==> config.mk <==
export PLATFORM = sky130hd
export DESIGN_NAME = fifo_read_ctrl
export DESIGN_NICKNAME = d
export VERILOG_FILES = /design/src/rtl/fifo_pkg.sv /design/src/rtl/sync_2ff.sv /design/src/rtl/fifo_read_ctrl.sv
export SDC_FILE = /design/constraint.sdc
export NUM_CORES = 1
export LEC_CHECK = 0
export BUFFER_PORTS_ARGS = -buffer_cell sky130_fd_sc_hd__buf_2
export CAP_MARGIN = 20
export CORE_MARGIN = 1.5
export CORE_UTILIZATION = 35
export DETAILED_ROUTE_END_ITERATION = 6
export SLEW_MARGIN = 20
export SYNTH_ARGS = -nofsm -noshare
export SYNTH_HDL_FRONTEND = slang
export SYNTH_SLANG_ARGS = --single-unit
==> constraint.sdc <==
create_clock -name clk_i -period 9.7 [get_ports clk_i]
set_input_delay 0.97 -clock clk_i [delete_from_list [all_inputs] [get_ports clk_i]]
set_output_delay 0.97 -clock clk_i [all_outputs]
set_load 0.005 [all_outputs]
==> src/rtl/fifo_pkg.sv <==
// Shared async-FIFO helpers: pointer width defaults and Gray/binary conversion.
// Used by both the read and the write pointer controllers.
package fifo_pkg;

  localparam int unsigned ADDR_SIZE_DFLT  = 8;
  localparam int unsigned DATA_WIDTH_DFLT = 8;
  localparam int unsigned PTR_MAX_W       = 32;

  typedef logic [PTR_MAX_W-1:0] ptr_word_t;

  function automatic ptr_word_t bin2gray(input ptr_word_t b);
    return b ^ (b >> 1);
  endfunction

  // Pointers narrower than PTR_MAX_W are zero-extended, so the upper bits stay zero.
  function automatic ptr_word_t gray2bin(input ptr_word_t g);
    ptr_word_t b;
    b[PTR_MAX_W-1] = g[PTR_MAX_W-1];
    for (int unsigned i = PTR_MAX_W - 1; i > 0; i--) begin
      b[i-1] = b[i] ^ g[i-1];
    end
    return b;
  endfunction

endpackage

==> src/rtl/sync_2ff.sv <==
// Two-flop synchroniser for a Gray-coded pointer crossing clock domains.
module sync_2ff #(
  parameter int unsigned W = 1
) (
  input  logic         clk_i,
  input  logic         rst_i,
  input  logic [W-1:0] d_i,
  output logic [W-1:0] q_o
);

  logic [W-1:0] meta_q;
  logic [W-1:0] sync_q;

  always_ff @(posedge clk_i or negedge rst_i) begin
    if (!rst_i) begin
      meta_q <= '0;
      sync_q <= '0;
    end else begin
      meta_q <= d_i;
      sync_q <= meta_q;
    end
  end

  assign q_o = sync_q;

endmodule

==> src/rtl/fifo_read_ctrl.sv <==
// Async FIFO read-side controller: read pointer, write-pointer sync, empty/level
// flags and a first-word-fall-through output stage with a one-entry skid buffer.
module fifo_read_ctrl
  import fifo_pkg::*;
#(
  parameter int unsigned ADDR_SIZE  = fifo_pkg::ADDR_SIZE_DFLT,
  parameter int unsigned DATA_WIDTH = fifo_pkg::DATA_WIDTH_DFLT,
  parameter int unsigned AE_THRESH  = 4
) (
  input  logic                  clk_i,
  input  logic                  rst_i,
  input  logic [ADDR_SIZE:0]    wr_ptr_i,
  input  logic [DATA_WIDTH-1:0] mem_data_i,
  input  logic                  ready_i,
  output logic [ADDR_SIZE:0]    ptr_o,
  output logic [ADDR_SIZE-1:0]  addr_o,
  output logic                  mem_rd_en_o,
  output logic [DATA_WIDTH-1:0] data_o,
  output logic                  valid_o,
  output logic                  empty_o,
  output logic [ADDR_SIZE:0]    level_o,
  output logic                  almost_empty_o
);

  localparam int unsigned PW = ADDR_SIZE + 1;
  localparam logic [PW-1:0] AE_LVL = PW'(AE_THRESH);

  logic [PW-1:0]         wq2;
  logic [PW-1:0]         wq2_bin;
  logic [PW-1:0]         rd_bin_q, rd_bin_d;
  logic [PW-1:0]         rd_gray_q, rd_gray_d;
  logic [PW-1:0]         level_q, level_d;
  logic                  ram_empty_q, ram_empty_d;
  logic                  ae_q, ae_d;
  logic                  pending_q;
  logic                  out_valid_q, out_valid_d;
  logic [DATA_WIDTH-1:0] out_data_q, out_data_d;
  logic                  skid_valid_q, skid_valid_d;
  logic [DATA_WIDTH-1:0] skid_data_q, skid_data_d;
  logic [1:0]            occ;
  logic                  pop;
  logic                  fetch;

  sync_2ff #(.W(PW)) u_wptr_sync (
    .clk_i (clk_i),
    .rst_i (rst_i),
    .d_i   (wr_ptr_i),
    .q_o   (wq2)
  );

  always_comb begin
    occ   = {1'b0, out_valid_q} + {1'b0, skid_valid_q};
    pop   = out_valid_q & ready_i;
    // occ + pending - pop < 2, rearranged to avoid unsigned underflow.
    fetch = ~ram_empty_q &
            (({1'b0, occ} + {2'b00, pending_q}) < (3'd2 + {2'b00, pop}));

    rd_bin_d    = rd_bin_q + {{ADDR_SIZE{1'b0}}, fetch};
    rd_gray_d   = PW'(bin2gray(ptr_word_t'(rd_bin_d)));
    ram_empty_d = (rd_gray_d == wq2);
    wq2_bin     = PW'(gray2bin(ptr_word_t'(wq2)));
    level_d     = wq2_bin - rd_bin_d;
    ae_d        = (level_d <= AE_LVL);

    out_valid_d  = out_valid_q;
    out_data_d   = out_data_q;
    skid_valid_d = skid_valid_q;
    skid_data_d  = skid_data_q;

    if (pending_q) begin
      if (!out_valid_q || pop) begin
        out_valid_d = 1'b1;
        if (pop && skid_valid_q) begin
          // Skid word is older than the returning RAM word, so it goes out first.
          out_data_d  = skid_data_q;
          skid_data_d = mem_data_i;
        end else begin
          out_data_d  = mem_data_i;
        end
      end else begin
        skid_valid_d = 1'b1;
        skid_data_d  = mem_data_i;
      end
    end else if (pop) begin
      out_valid_d  = skid_valid_q;
      out_data_d   = skid_valid_q ? skid_data_q : out_data_q;
      skid_valid_d = 1'b0;
    end
  end

  always_ff @(posedge clk_i or negedge rst_i) begin
    if (!rst_i) begin
      rd_bin_q     <= '0;
      rd_gray_q    <= '0;
      ram_empty_q  <= 1'b1;
      pending_q    <= 1'b0;
      level_q      <= '0;
      ae_q         <= 1'b1;
      out_valid_q  <= 1'b0;
      out_data_q   <= '0;
      skid_valid_q <= 1'b0;
      skid_data_q  <= '0;
    end else begin
      rd_bin_q     <= rd_bin_d;
      rd_gray_q    <= rd_gray_d;
      ram_empty_q  <= ram_empty_d;
      pending_q    <= fetch;
      level_q      <= level_d;
      ae_q         <= ae_d;
      out_valid_q  <= out_valid_d;
      out_data_q   <= out_data_d;
      skid_valid_q <= skid_valid_d;
      skid_data_q  <= skid_data_d;
    end
  end

  assign ptr_o          = rd_gray_q;
  assign addr_o         = rd_bin_q[ADDR_SIZE-1:0];
  assign mem_rd_en_o    = fetch;
  assign data_o         = out_data_q;
  assign valid_o        = out_valid_q;
  assign empty_o        = ~out_valid_q;
  assign level_o        = level_q;
  assign almost_empty_o = ae_q;

endmodule
==> summary.md, run 1 <==
| Metric | Value |
|---|---|
| Setup Skew | approximately 0.0093 ns |
| Reg power frac | a little under a third |
| Area grow syn2layout | 20.17% |
| Hold crit path type | flop to flop |
| Worst EP arrival | 4.66 ns |
| Placed Area | 3442 um2 |
| Resized cells post-CTS | 0 |
| Comb pwr share | approximately 53% |
| CP endpoint kind | flop |
| Main combinational cell family by area after synthesis | XOR/XNOR gates |
| Seq cells post-synth | 65 |
| Mapped Cells | about 250 |
| Routed wire length | ~5.8 mm |
| Routability congestion estimate | a little over 0.8 |
| Leading area contributor after synthesis | dfrtp_1 |
| Slowest Stage Delay on Critical Path | 0.56 ns |
| Setup_tns | 0 ns |
| Share of layout cells above drive strength 1 | around 31% |
| Status | completed |
| DRT Pass-1 Iters | 4 |
| Period minus WS final | between 4 and 5 ns |
| Final setup fails | 0 |
| Max_slew headroom | between 30% and 40% |
| Die Footprint | 9236 um2 |
| Routed len/inst | ~14 um |
| Most numerous cell in the Yosys netlist | dfrtp_1 |
| CTS tree | built |
| Clk sink count | 65 |
| Crit Path Category | flop to flop |
| Startpoint Class | flop |
| Core box area | just over 8000 um2 |
| CTS Hold Bufs | 0 |
| Synth warnings | 0 |
| Setup bufs post-CTS | 0 |
| Gr ovfl total | 0 |
| Sw Share | roughly two fifths |
| RSZ-0062 raised after global routing | no |
| Vias/cell | 4.798 |
| Pint | between 800 and 900 uW |
| Count of final max-slew check failures | 0 |
| Mapped Nets | 281 |
| Number of global-route vias before repair | 2092 |
| Number of fill cells | between 800 and 900 |
| Clock Power Share | 16.7% |
| Worst Hold Launch | u_wptr_sync.meta_q[4] |
| Rows | 33 |
| Yosys top cell area share | 51.96% |
| Max Clk Rate | between 0.2 and 0.25 GHz |
| CP Data Required Time | about 10 ns |
| Vert. Die Dim | roughly 96 um |
| PD cells | between 300 and 400 nW/um2 |
| IO Pins | 58 |
| Initial DRC count | 37 |
| VDD IR max | between 0.15 and 0.2 mV |
| Part of the cycle the worst path needs | 45.44% |
| H-tree levels | 3 |
| Synth Area in Compound Gates | a little under an eighth |
| Post-Syn Area | between 3000 and 4000 um2 |
| Fin Hold WS | between 0.3 and 0.4 ns |
| CP top delay family | XOR/XNOR gates |
| Asr flop ratio synth | 100.0% |
| FF+latch area | ~1600 um2 |
| Reg2reg start | u_wptr_sync.q_o[8] |
| CTS max path bufs | 2 |
| Nets | roughly 350 |
| Static Leak | roughly 1.7 nW |
| CTS Root Cell | clkbuf_8 |
| Total chip power | about 1.4 mW |
| Mux contribution to synthesized area | 3.299% |
| Clock slew at reported path FFs | ~0.080 ns |
| CP cell instances | xor3_2, xor2_2, xnor2_1, xor2_1, xor2_1, xnor2_1, ha_1, fa_1, and2b_2, a211oi_1, or3b_1, xnor2_1, a2111oi_2, nor4b_2 |
| Final antenna-violating net count | 0 |
| Max cap viols | 0 |
| Synth Flop Type | dfrtp_1 |
| Synth cell count leaders | dfrtp_1 (63), xnor2_1 (24), nand2_1 (20), o21ai_0 (19), inv_1 (17) |
| Largest cells by area after synthesis | dfrtp_1 (52%), xnor2_1 (6.9%), xor2_1 (4.3%), ha_1 (3.3%), o21ai_0 (3.1%) |
| First-pass GRT wire length | 9.846 mm |
| Total Routing Usage GR | between 10 and 15% |
| Worst path most repeated cell | xnor2_1 |
| DRC Markers | 0 |
| Post-DP HPWL | 4.199 mm |
| Final instance area | about 3600 um2 |
| Ant diodes | 0 |
| Avg Inst Size Synth | around 12 um2 |
| Adder-Cell Fraction of Synth Area | roughly 4.6% |
| Crit path buf inv count | 0 |
| Synth Area in XOR/XNOR | 16.29% |
| CP startpoint | u_wptr_sync.q_o[8] |
| Number of CTS-inserted buffers | 9 |
| CP max FO | 7 |
| Post-synth EDFFs | 0 |
| Crit-path slowest cell | xor3_2 |
| Horiz. Die Dim | just under 100 um |
| Largest net degree at the start of global routing | 66 |
| P_sw | between 500 and 600 uW |
| Footprint of the multi-input gates | 1325 um2 |
| Hold Fails Final Rpt | 0 |
| Cell variety after synth | 47 |
| Sequential area share after synthesis | a little over half |
| Simple-gate area share of the yosys netlist | about 8.2% |
| Vias post-DR | ~2000 |
| Antenna violations before repair | 0 |
| Clock Latency Late Sink | 0.34 ns |
| Slew @ Worst Pin | ~0.94 ns |
| Initial Util | 36.56% |
| Pre-CTS setup slack | ~5.3 ns |
| PortBufs | 57 |
| Post-route setup slack | approximately 5.3 ns |
## placed cells by master, fill, tap and decap left out, drive strengths merged, types with 4 or more instances in the layout
master | netlist | routed
mux2 | 8 | 8
nor2 | 6 | 6
a2111oi | 4 | 4
xor2 | 17 | 17
and3 | 4 | 4
nand2 | 20 | 20
ha | 8 | 8
dfrtp | 63 | 63
o21ai | 19 | 19
clkbuf | 1 | 10
o22ai | 9 | 9
inv | 17 | 18
xnor2 | 27 | 27
buf | 3 | 58
a21oi | 6 | 6
## layout make-up
class	instances	area share, %
clock buffer	10	3.775
clock inverter	6	1.819
inverter	17	1.750
multi-input combinational	165	36.34
sequential	65	44.68
tap	105	3.603
timing repair buffer	58	8.030
## through the flow
stage | instances | util, %
floorplan | 251 | -
global placement | 410 | 41.47
detailed placement | 410 | 41.47
CTS | 426 | 43.93
global route | 426 | 43.93
finish | 426 | 43.93
## flip-flops by register name, summed over array words and instances (netlist names)
name / cells
skid_valid_q: 1
almost_empty_o: 1
data_o: 8
skid_data_q: 8
rd_bin_q: 9
ptr_o: 8
ram_empty_q: 1
u_wptr_sync.meta_q: 9
u_wptr_sync.q_o: 9
pending_q: 1
level_o: 9
valid_o: 1
## kinds of logic after synthesis
| group | Yosys count |
|---|---|
| flip-flops | 65 |
| AO/OA/AOI/OAI | 52 |
| AND/OR/NAND/NOR | 48 |
| XOR/XNOR | 46 |
| buffers and inverters | 21 |
| adder cells (fa/ha/maj) | 10 |
| multiplexers | 9 |
## path summary, 6_finish.rpt
kind	to	slack, ns	depth (start not counted)
max	almost_empty_o	5.29	14
min	u_wptr_sync.q_o[4]	0.34	0
max reg2reg	almost_empty_o	5.29	14
min reg2reg	u_wptr_sync.q_o[4]	0.34	0
max in group asynchronous	data_o[3]	8.37	2
min in group asynchronous	level_o[7]	0.78	2
## power groups by stage
stage / registers [mW] / logic, mW / clock network [mW]
final: 0.426 / 0.735 / 0.233
after global routing: 0.439 / 0.832 / 0.254
after CTS: 0.427 / 0.744 / 0.243
after detailed placement: 0.431 / 0.741 / 0
after global placement: 0.428 / 0.734 / 0
after floorplan: 0.434 / 0.538 / 0
## per-layer routing
metal  track usage (%)  vias to the layer above  wire length (um)
met3             5.450                       10               356
met5                 0                        -                 0
met1             16.78                      983              2520
met2             22.59                       58              2714
li1                  -                      993                 -
met4             7.598                        0               165
Note: power is estimated with default switching activity, not from simulation.
==> inputs of run 2 (changes only) <==
clock period = 3.8 ns   (was 9.7 ns; I/O delays follow)
==> run 2 against run 1 <==
Compared with the run above: global-route usage up 0.13 points; via count up 4.0%; largest power group unchanged; highest routed layer unchanged; die area unchanged; largest cell class unchanged; sequential share of layout area fell by 3.8 points; sequential power rose to 2.6 times the previous value; total power increased to 3.0 times the previous value.
==> summary.md, run 2 (same netlist as run 1, synthesis figures left out) <==
| Metric | Value |
|---|---|
| Area grow syn2layout | 31.22% (was 20.17%) |
| Share of layout cells above drive strength 1 | 39.83% (was 30.84%) |
| Core box area | 8299 um2 (unchanged) |
| CTS tree | built (unchanged) |
| Initial DRC count | 81 (was 37) |
| CP endpoint kind | flop (unchanged) |
| Antenna violations before repair | 0 (unchanged) |
| First-pass GRT wire length | 9.929 mm (was 9.846 mm) |
| Ant diodes | 0 (unchanged) |
| DP Cell Count | 429 (was 410) |
| Initial Util | 36.56% (unchanged) |
| R2R setup slack | 0.03 ns (was 5.29 ns) |
| Vias/cell | 4.683 (was 4.798) |
| Worst reg2reg path depth | 18 (was 14) |
| Routed wire length | 6.114 mm (was 5.757 mm) |
| Reg2reg start | pending_q (was u_wptr_sync.q_o[8]) |
| Part of the cycle the worst path needs | 99.22% (was 45.44%) |
| PD cells | 1034 nW/um2 (was 382.2 nW/um2) |
| Max Clk Rate | 0.2652 GHz (was 0.2269 GHz) |
| CP max FO | 3 (was 7) |
| Period minus WS final | 3.770 ns (was 4.408 ns) |
| Final std cells w/o fill | 454 (was 426) |
| CTS max path bufs | 2 (unchanged) |
| CP Data Required Time | 4.05 ns (was 9.95 ns) |
| Crit Path Category | flop to flop (unchanged) |
| Routability congestion estimate | 0.8054 (was 0.8131) |
| Vias post-DR | 2126 (was 2044) |
| CTS Root Cell | clkbuf_8 (unchanged) |
| Nets | 374 (was 346) |
| PortBufs | 57 (unchanged) |
| DRT Pass-1 Iters | 4 (unchanged) |
| H-tree levels | 3 (unchanged) |
| Horiz. Die Dim | 96.11 um (unchanged) |
| Number of CTS-inserted buffers | 9 (unchanged) |
| Hold crit path type | primary input to asynchronous set/reset pin (was flop to flop) |
| Routed met2 length | 3.008 mm (was 2.714 mm) |
| Max layer used | met4 (unchanged) |
| Status | completed (unchanged) |
| Final instance area | 3981 um2 (was 3646 um2) |
| Clock Latency Late Sink | 0.34 ns (about the same) |
| Max_slew headroom | 37.39% (was 36.64%) |
| CTS Hold Bufs | 0 (unchanged) |
| Max cap viols | 0 (unchanged) |
| Final antenna-violating net count | 0 (unchanged) |
| Leading cell types in the layout, fill and taps excluded | dfrtp_1 (63), buf_2 (56), buf_4 (30) (was dfrtp_1 (63), buf_2 (57), xnor2_1 (24)) |
| Clock slew at reported path FFs | 0.07 ns (was 0.08 ns) |
| RSZ-0062 raised after global routing | yes (was no) |
| Routed len/inst | 13.47 um (was 13.51 um) |
| Post-DP HPWL | 4.490 mm (was 4.199 mm) |
| R2R Path End | almost_empty_o (unchanged) |
| Gr ovfl total | 0 (unchanged) |
| Worst EP arrival | 4.02 ns (was 4.66 ns) |
| VDD IR max | 0.4309 mV (was 0.1739 mV) |
| Total chip power | 4.117 mW (was 1.393 mW) |
| Largest net degree at the start of global routing | 50 (was 66) |
| Number of global-route vias before repair | 2128 (was 2092) |
| Placed Area | 3628 um2 (was 3442 um2) |
| Setup Skew | 0.008908 ns (was 0.009338 ns) |
| Rows | 33 (unchanged) |
| Commonest non-fill, non-tap cell in the layout | dfrtp_1 (unchanged) |
| Die Footprint | 9236 um2 (unchanged) |
| Final setup fails | 0 (unchanged) |
| DRC Markers | 0 (unchanged) |
| Total Routing Usage GR | 14.42% (was 14.30%) |
| Count of final max-slew check failures | 0 (unchanged) |
| Wire length on met1 | 2.740 mm (was 2.520 mm) |
| Vert. Die Dim | 96.11 um (unchanged) |
| Metal3 WL | 310 um (was 356 um) |
| Clk sink count | 65 (unchanged) |
| Hold Fails Final Rpt | 0 (unchanged) |
| Fin Hold WS | 0.05566 ns (was 0.3432 ns) |
| Setup_tns | 0 ns (unchanged) |
| Static Leak | 1.899 nW (was 1.715 nW) |
| Slew @ Worst Pin | 0.9320 ns (was 0.9431 ns) |
| IO Pins | 58 (unchanged) |
| Startpoint Class | flop (unchanged) |
[run 2: power by group]
| part | internal (mW) | switching (mW) | total, mW |
|---|---|---|---|
| clock network | 0.450 | 0.255 | 0.705 |
| logic | 1.11 | 1.21 | 2.32 |
| registers | 0.954 | 0.136 | 1.09 |
[run 2: stage by stage]
stage	utilization, %	setup WS, ns
after detailed placement	43.72	-0.09750
final	47.97	0.02965
after CTS	47.69	-0.04329
after global placement	43.72	0.02741
after floorplan	-	-0.06440
after global routing	47.97	-0.2192
[run 2: metal layers]
metal,vias up,GRT usage (%)
li1,1052,-
met1,1016,18.01
met2,52,23.94
met3,6,3.160
met4,0,6.250
met5,-,0
[run 2: worst max path at each step]
| stage | startpoint | to | slack, ns | depth (start not counted) |
|---|---|---|---|---|
| after CTS | u_wptr_sync.q_o[8] | almost_empty_o | -0.04 | 14 |
| after floorplan | u_wptr_sync.q_o[7] | almost_empty_o | -0.06 | 14 |
| after global routing | u_wptr_sync.q_o[7] | almost_empty_o | -0.22 | 14 |
| final | pending_q | almost_empty_o | 0.03 | 18 |
| after detailed placement | skid_valid_q | almost_empty_o | -0.1 | 16 |
| after global placement | skid_valid_q | almost_empty_o | 0.03 | 16 |
[run 2: worst max-delay path, stage by stage, from the launching register on]
cell	delay, ns
dfrtp_1	0.34
inv_1	0.07
fa_1	0.53
a31oi_1	0.09
nor2_1	0.15
ha_2	0.22
nand4_1	0.15
buf_4	0.18
buf_4	0.12
buf_4	0.12
buf_4	0.13
nor2_1	0.09
nand2_1	0.09
xnor2_1	0.34
ha_1	0.34
a31oi_1	0.18
o21ai_1	0.10
xor2_1	0.18
nor4b_4	0.28
[run 2: area by class of cell]
| class | count | area, um2 |
|---|---|---|
| clock inverters | 6 | 105.1 |
| fillers | 767 | 4318 |
| flip-flops and latches | 65 | 1629 |
| multi-input cells | 165 | 1409 |
| well taps | 105 | 131.4 |
| repair buffers | 86 | 505.5 |
| inverters | 17 | 63.81 |
| clock buffers | 10 | 137.6 |
[run 2: what timing repair did]
| action | CTS | global route |
|---|---|---|
| gates resized for setup | 5 | 2 |
| setup endpoints to repair | 1 | 1 |
| pin swaps | 18 | 5 |
| setup buffers | 9 | 0 |
